### src/rtl/bp_piso_sched_pkg.sv
// Shared types for the round-robin parallel-in/serial-out message scheduler.
package bp_piso_sched_pkg;

    // Idle: a new grant is chosen every cycle. Busy: a grant is locked mid-message.
    typedef enum logic {
        e_idle = 1'b0,
        e_busy = 1'b1
    } bp_piso_sched_state_e;

endpackage

### src/rtl/bp_rr_select.sv
// Round-robin pick: first asserted request at or after rr_ptr_i, wrapping
// modulo reqs_p. Purely combinational.
module bp_rr_select #(
    parameter int reqs_p     = 2,
    parameter int lg_reqs_lp = (reqs_p > 1) ? $clog2(reqs_p) : 1
) (
    input  logic [reqs_p-1:0]     v_i,
    input  logic [lg_reqs_lp-1:0] rr_ptr_i,
    output logic [reqs_p-1:0]     grant_oh_o,
    output logic [lg_reqs_lp-1:0] grant_idx_o,
    output logic                  any_v_o
);

    // Walk the requesters starting at the pointer; first hit wins.
    always_comb begin
        int   idx;
        logic found;
        grant_oh_o  = '0;
        grant_idx_o = '0;
        found       = 1'b0;
        for (int k = 0; k < reqs_p; k++) begin
            idx = int'(rr_ptr_i) + k;
            if (idx >= reqs_p) idx = idx - reqs_p;
            if (!found && v_i[idx]) begin
                found           = 1'b1;
                grant_idx_o     = lg_reqs_lp'(idx);
                grant_oh_o[idx] = 1'b1;
            end
        end
    end

    assign any_v_o = |v_i;

endmodule

### src/rtl/bsg_mux.sv
// Plain N:1 word multiplexer.
module bsg_mux #(
    parameter int width_p   = 1,
    parameter int els_p     = 1,
    parameter int lg_els_lp = (els_p > 1) ? $clog2(els_p) : 1
) (
    input  logic [els_p-1:0][width_p-1:0] data_i,
    input  logic [lg_els_lp-1:0]          sel_i,
    output logic [width_p-1:0]            data_o
);

    assign data_o = data_i[sel_i];

endmodule

### src/rtl/bp_piso_rr_scheduler.sv
// Shares one serializing output channel among reqs_p requesters. A round-robin
// grant is locked for a whole message; words issue one per handshake.
module bp_piso_rr_scheduler
    import bp_piso_sched_pkg::*;
#(
    parameter int width_p    = 8,
    parameter int els_p      = 4,
    parameter int reqs_p     = 3,
    parameter int hi_to_lo_p = 0,
    parameter int lg_els_lp  = (els_p > 1) ? $clog2(els_p) : 1,
    parameter int lg_reqs_lp = (reqs_p > 1) ? $clog2(reqs_p) : 1
) (
    input  logic                              clk_i,
    input  logic                              reset_n_i,
    input  logic [reqs_p-1:0]                 v_i,
    input  logic [reqs_p*els_p*width_p-1:0]   data_i,
    input  logic [reqs_p*lg_els_lp-1:0]       len_i,
    output logic [reqs_p-1:0]                 ready_and_o,
    output logic                              v_o,
    output logic [width_p-1:0]                data_o,
    output logic [lg_reqs_lp-1:0]             id_o,
    output logic                              last_o,
    input  logic                              ready_and_i
);

    bp_piso_sched_state_e        state_r;
    logic [lg_reqs_lp-1:0]       grant_r;
    logic [lg_els_lp-1:0]        count_r;
    logic [lg_reqs_lp-1:0]       rr_ptr_r;

    logic [els_p-1:0][width_p-1:0] msg_arr [reqs_p];
    logic [lg_els_lp-1:0]          len_arr [reqs_p];
    logic [reqs_p-1:0]             sel_oh, busy_oh, grant_oh;
    logic [lg_reqs_lp-1:0]         sel_idx, grant, ptr_next;
    logic                          any_v, v_int, last, xfer;
    logic [lg_els_lp-1:0]          len_cur, word_idx;
    logic [els_p-1:0][width_p-1:0] msg_sel;
    logic [width_p-1:0]            word;

    // Unpack the flat per-requester buses and build the locked-grant one-hot.
    for (genvar gi = 0; gi < reqs_p; gi++) begin : g_req
        assign msg_arr[gi] = data_i[gi*els_p*width_p +: els_p*width_p];
        assign len_arr[gi] = len_i[gi*lg_els_lp +: lg_els_lp];
        assign busy_oh[gi] = (grant_r == lg_reqs_lp'(gi));
    end

    bp_rr_select #(
        .reqs_p     (reqs_p),
        .lg_reqs_lp (lg_reqs_lp)
    ) u_rr_select (
        .v_i         (v_i),
        .rr_ptr_i    (rr_ptr_r),
        .grant_oh_o  (sel_oh),
        .grant_idx_o (sel_idx),
        .any_v_o     (any_v)
    );

    // Idle picks a fresh grant with zero latency; busy keeps the locked one.
    assign grant    = (state_r == e_idle) ? sel_idx : grant_r;
    assign grant_oh = (state_r == e_idle) ? sel_oh : busy_oh;
    assign v_int    = (state_r == e_idle) ? any_v : v_i[grant_r];
    assign len_cur  = len_arr[grant];
    assign last     = (els_p == 1) ? 1'b1 : (count_r == len_cur);
    assign word_idx = (els_p == 1) ? '0
                    : (hi_to_lo_p != 0) ? (len_cur - count_r) : count_r;
    assign msg_sel  = msg_arr[grant];
    assign xfer     = v_int & ready_and_i;
    assign ptr_next = (grant == lg_reqs_lp'(reqs_p - 1)) ? '0 : grant + 1'b1;

    bsg_mux #(
        .width_p   (width_p),
        .els_p     (els_p),
        .lg_els_lp (lg_els_lp)
    ) u_word_mux (
        .data_i (msg_sel),
        .sel_i  (word_idx),
        .data_o (word)
    );

    // Outputs are forced quiet while reset is held, independent of v_i.
    assign v_o         = reset_n_i & v_int;
    assign data_o      = word;
    assign id_o        = reset_n_i ? grant : '0;
    assign last_o      = reset_n_i & last;
    assign ready_and_o = (reset_n_i && xfer && last) ? grant_oh : '0;

    // Message state machine: lock grant on a non-last word, release on the last.
    always_ff @(posedge clk_i or negedge reset_n_i) begin
        if (!reset_n_i) begin
            state_r  <= e_idle;
            grant_r  <= '0;
            count_r  <= '0;
            rr_ptr_r <= '0;
        end else if (xfer) begin
            if (last) begin
                state_r  <= e_idle;
                count_r  <= '0;
                rr_ptr_r <= ptr_next;
            end else begin
                state_r  <= e_busy;
                grant_r  <= grant;
                count_r  <= count_r + 1'b1;
            end
        end
    end

`ifndef SYNTHESIS
    logic [els_p-1:0][width_p-1:0] held_data_r;
    logic [lg_els_lp-1:0]          held_len_r;

    // Remember the granted message as its words start flowing.
    always_ff @(posedge clk_i) begin
        if (reset_n_i && xfer && !last) begin
            held_data_r <= msg_arr[grant];
            held_len_r  <= len_cur;
        end
    end

    // A requester mid-message must keep its request and message stable.
    always @(negedge clk_i) begin
        if (reset_n_i && state_r == e_busy) begin
            assert (v_i[grant_r])
                else $error("requester %0d dropped v_i mid-message", grant_r);
            assert (msg_arr[grant_r] == held_data_r)
                else $error("requester %0d changed data_i mid-message", grant_r);
            assert (len_arr[grant_r] == held_len_r)
                else $error("requester %0d changed len_i mid-message", grant_r);
        end
    end

    // Length must address a real word; only expressible when els_p is not a power of 2.
    if ((1 << lg_els_lp) != els_p) begin : g_len_chk
        for (genvar gi = 0; gi < reqs_p; gi++) begin : g_len
            always @(negedge clk_i) begin
                if (reset_n_i && v_i[gi]) begin
                    assert (int'(len_arr[gi]) <= els_p - 1)
                        else $error("requester %0d len_i out of range", gi);
                end
            end
        end
    end
`endif

endmodule
### config.mk
export PLATFORM = sky130hd
export DESIGN_NAME = bp_piso_rr_scheduler
export DESIGN_NICKNAME = d
export VERILOG_FILES = /design/src/rtl/bp_piso_sched_pkg.sv /design/src/rtl/bp_rr_select.sv /design/src/rtl/bsg_mux.sv /design/src/rtl/bp_piso_rr_scheduler.sv
export SDC_FILE = /design/constraint.sdc
export NUM_CORES = 1
export LEC_CHECK = 0
export CAP_MARGIN = 20
export CORE_MARGIN = 1.5
export CORE_UTILIZATION = 50
export CTS_BUF_LIST = sky130_fd_sc_hd__clkbuf_16
export DETAILED_ROUTE_END_ITERATION = 12
export DONT_BUFFER_PORTS = 1
export PLACE_DENSITY = 0.65
export SYNTH_ARGS = -nofsm -noshare
export SYNTH_HDL_FRONTEND = slang
export SYNTH_SLANG_ARGS = --single-unit
### constraint.sdc
create_clock -name clk_i -period 4.1 [get_ports clk_i]
set_input_delay 0.82 -clock clk_i [delete_from_list [all_inputs] [get_ports clk_i]]
set_output_delay 0.82 -clock clk_i [all_outputs]
set_load 0.03 [all_outputs]
==> parameters.txt <==
Parameter                              Value

Routing
  Count of vias placed by the detailed router    around 1600
  Antenna-violating nets left    0
  Number of detailed-route iterations in the first pass    4
  Routed wire per std cell    21.6 um
  Routed WL    about 5000 um
  Routed vias/inst    6.84
  Residual DRC count    0
  Iter 0 DRT Violations    between 100 and 150

Logic synthesis
  Syn Area/Cell    10.3 um^2
  Number of distinct library cell variants in the gate-level netlist after synthesis    46
  Top post-synthesis cells by count    sky130_fd_sc_hd__mux4_2, sky130_fd_sc_hd__mux2i_1, sky130_fd_sc_hd__o21ai_0
  Synthesized instance count    166
  Cell types with the largest area share after synthesis    sky130_fd_sc_hd__mux4_2, sky130_fd_sc_hd__dfrtp_1, sky130_fd_sc_hd__mux4_1, sky130_fd_sc_hd__mux2i_1, sky130_fd_sc_hd__o21ai_0
  Part of the Yosys area used for sequential elements    10.3%
  Number of warning messages in the yosys log    0
  Mapped cell area    1710 um^2
  Mapped Nets    278
  Cell taking the most area after synthesis    sky130_fd_sc_hd__mux4_2
  Most frequently used flop master after synthesis    sky130_fd_sc_hd__dfrtp_1
  Leading cell type by number of instances after synthesis    sky130_fd_sc_hd__mux4_2
  Share of synthesized registers carrying an async set or reset    100%
  Count of flip-flops with a built-in enable after synthesis    0
  Count of state elements after synthesis    7
  Share of Yosys cell area claimed by the top area cell type    25.1%

Die
  Std-Cell Rows    21
  Initial Util    between 50% and 60%
  Core region area    3310 um^2
  Die width    61.4 um
  Die height    61.4 um
  Top-level port count    123
  Die area    3780 um^2

STA
  Worst-case headroom to the max-slew limit    35.7%
  Max Clock Freq    249 MHz
  Endpoints failing setup    0
  Slew at the pin closest to its max-slew limit    about 0.96 ns
  Total Neg Setup Slack    0 ns
  Worst setup slack after layout    a little under 0.08 ns
  Part of the cycle the worst path needs    98.1%
  Time the worst path needs with I/O delays and setup    between 4 and 5 ns
  Number of failing hold endpoints at the final stage    0
  Number of max-slew violations in the final report    0
  Worst-case clock skew    0.00115 ns

Placement
  Placement-stage worst setup slack    0.142 ns
  Placed wire-length estimate after detailed placement    3840 um
  Buffers added on ports    0
  Routability congestion estimate from global placement    0.902

Global routing
  Number of antenna violations at the first check in global routing    0
  All-layer global routing usage    23.9%
  Global-route wire length before repair    6560 um
  Pin count of the biggest net entering global routing    25
  Via count of the first global-routing pass    ~1300
  Congestion Overflow GR    0

Clock network
  Worst-Skew Late Latency    0.23 ns
  Hold buffer count at CTS    0
  H-tree Lvls    1
  CTS Root Cell    sky130_fd_sc_hd__clkbuf_16
  Buffer depth of the longest clock path    2
  Worst-path clk slew    around 0.040 ns
  Number of clock buffers inserted by TritonCTS    3
  # clock sinks    7
  Clock tree from TritonCTS    built

Critical path
  Critical path data required time    3.28 ns
  Worst setup EP type    primary output
  Critical path peak fanout    8
  Crit path launch type    flip-flop
  Launch point of the worst reg-to-reg path    rr_ptr_r[1]
  Worst-case reg-to-reg path depth    14
  Critical path class    reg -> out
  Arrival time reported for the critical path endpoint    about 3.2 ns
  End of the worst register-to-register path    grant_r[1]
  Flop-to-flop setup slack    between 0.7 and 0.8 ns

Final layout
  Fill cell total of the finished layout    288
  Number of antenna cells inserted    0
  Post-Route Utilization    a little over three fifths
  Synthesis-to-layout area growth    22.3%
  # nets final    295
  Layout cells sized above 1    about 37%

Power
  Leakage power    approximately 0.80 nW
  Cell Int Power    1.15 mW
  Power per cell area    1080 nW/um^2
  Reg power frac    8.9%
  Switching share of power    approximately half
  Maximum ir drop on the vdd rail    between 0.0005 and 0.0006 V
  Combinational fraction of design power    83.9%
  Switch Pwr    about 1.1 mW
  Clk pwr share    7.2%

Status
  Result of the run    finished clean

Job
  Reported max-cap violation count    0

Hold path
  Classification of the worst-slack hold path    in -> async
## repair_timing
item	in CTS	in global routing
hold endpoints to repair	0	0
resized for setup	1	15
endpoints found under the setup margin	1	5
buffers inserted	2	5
pin swaps	1	4
cloned	0	1
## kinds of logic (layout without fill, tap and decap cells)
logic type / count (synthesis) / count (layout) / share of synthesized area (%)
fa+ha+maj: 4 / 4 / 2.93
mux: 42 / 42 / 44.4
buf+inv: 20 / 36 / 5.35
compound gates: 42 / 42 / 17.7
flops: 7 / 7 / 10.3
simple gates: 49 / 49 / 18.3
xor+xnor: 2 / 2 / 1.03
## registers in the layout, summed over array words and instances (netlist names)
signal and flops:
state_r 1, rr_ptr_r 2, grant_r 2, count_r 2
## power groups by stage
| stage | sequential (mW) | combinational (mW) | clock (mW) |
|---|---|---|---|
| floorplan | 0.127 | 1.32 | 0 |
| finish | 0.201 | 1.89 | 0.163 |
| global route | 0.210 | 2.01 | 0.174 |
| CTS | 0.192 | 1.64 | 0.165 |
| global placement | 0.190 | 1.62 | 0 |
| detailed placement | 0.193 | 1.62 | 0 |
## routing by layer
metal	global-route usage [%]	routed length (um)	vias up
li1	-	-	697
met5	0	0	-
met3	4.83	409	2
met1	36.9	2120	770
met2	33.9	2370	91
met4	6.69	29	0
## stage by stage
stage	instance area [um^2]	hold WS, ns	std cells	power [mW]
6_report	2090	0.286	228	2.25
5_1_grt	2090	0.273	228	2.39
4_1_cts	1930	0.283	222	2.00
3_5_place_dp	1840	0.525	216	1.81
3_3_place_gp	1840	0.525	216	1.81
2_1_floorplan	1710	0.517	166	1.45
## worst max path at each step
stage                           start        endpoint  slack, ns  depth (start not counted)
final                     rr_ptr_r[1]       data_o[5]       0.08                         11
after CTS                 rr_ptr_r[1]       data_o[5]       0.02                         11
after global placement    rr_ptr_r[0]       data_o[5]       0.15                         11
after detailed placement  rr_ptr_r[0]       data_o[5]       0.14                         11
after floorplan                v_i[2]  ready_and_o[0]       0.25                          9
after global routing      rr_ptr_r[1]       data_o[5]      -0.02                         11
## cell usage in the layout, fill, tap and decap left out, types with 3 or more instances in the layout
master,n
sky130_fd_sc_hd__mux2_1,3
sky130_fd_sc_hd__clkbuf_16,4
sky130_fd_sc_hd__nor2_1,7
sky130_fd_sc_hd__mux4_1,5
sky130_fd_sc_hd__dfrtp_1,6
sky130_fd_sc_hd__nor3b_1,5
sky130_fd_sc_hd__nand3_1,8
sky130_fd_sc_hd__mux4_2,19
sky130_fd_sc_hd__nand2b_1,6
sky130_fd_sc_hd__buf_4,21
sky130_fd_sc_hd__inv_1,8
sky130_fd_sc_hd__a211oi_1,3
sky130_fd_sc_hd__nor2b_1,5
sky130_fd_sc_hd__nor3_1,4
sky130_fd_sc_hd__nand2_1,3
sky130_fd_sc_hd__a21oi_1,7
sky130_fd_sc_hd__o21ai_0,12
sky130_fd_sc_hd__mux2i_1,10
## cell type report
| type | instances | area, um^2 | area share (%) |
|---|---|---|---|
| clock buffers | 3 | 75.1 | 3.59 |
| clock inverters | 1 | 3.75 | 0.180 |
| inverters | 8 | 30.0 | 1.44 |
| multi-input cells | 139 | 1520 | 72.9 |
| flip-flops and latches | 7 | 176 | 8.45 |
| well taps | 46 | 57.6 | 2.76 |
| repair buffers | 24 | 223 | 10.7 |
## worst max-delay path, cell delays in order (launching register included)
cell,delay (ns)
sky130_fd_sc_hd__dfrtp_2,0.43
sky130_fd_sc_hd__inv_1,0.12
sky130_fd_sc_hd__ha_4,0.17
sky130_fd_sc_hd__and2b_2,0.26
sky130_fd_sc_hd__mux2i_1,0.13
sky130_fd_sc_hd__a221o_1,0.38
sky130_fd_sc_hd__o21ai_4,0.21
sky130_fd_sc_hd__buf_12,0.16
sky130_fd_sc_hd__mux4_1,0.57
sky130_fd_sc_hd__mux2i_2,0.24
sky130_fd_sc_hd__o21ai_0,0.12
sky130_fd_sc_hd__buf_4,0.18
No activity file was read; power rests on OpenSTA's default activity.
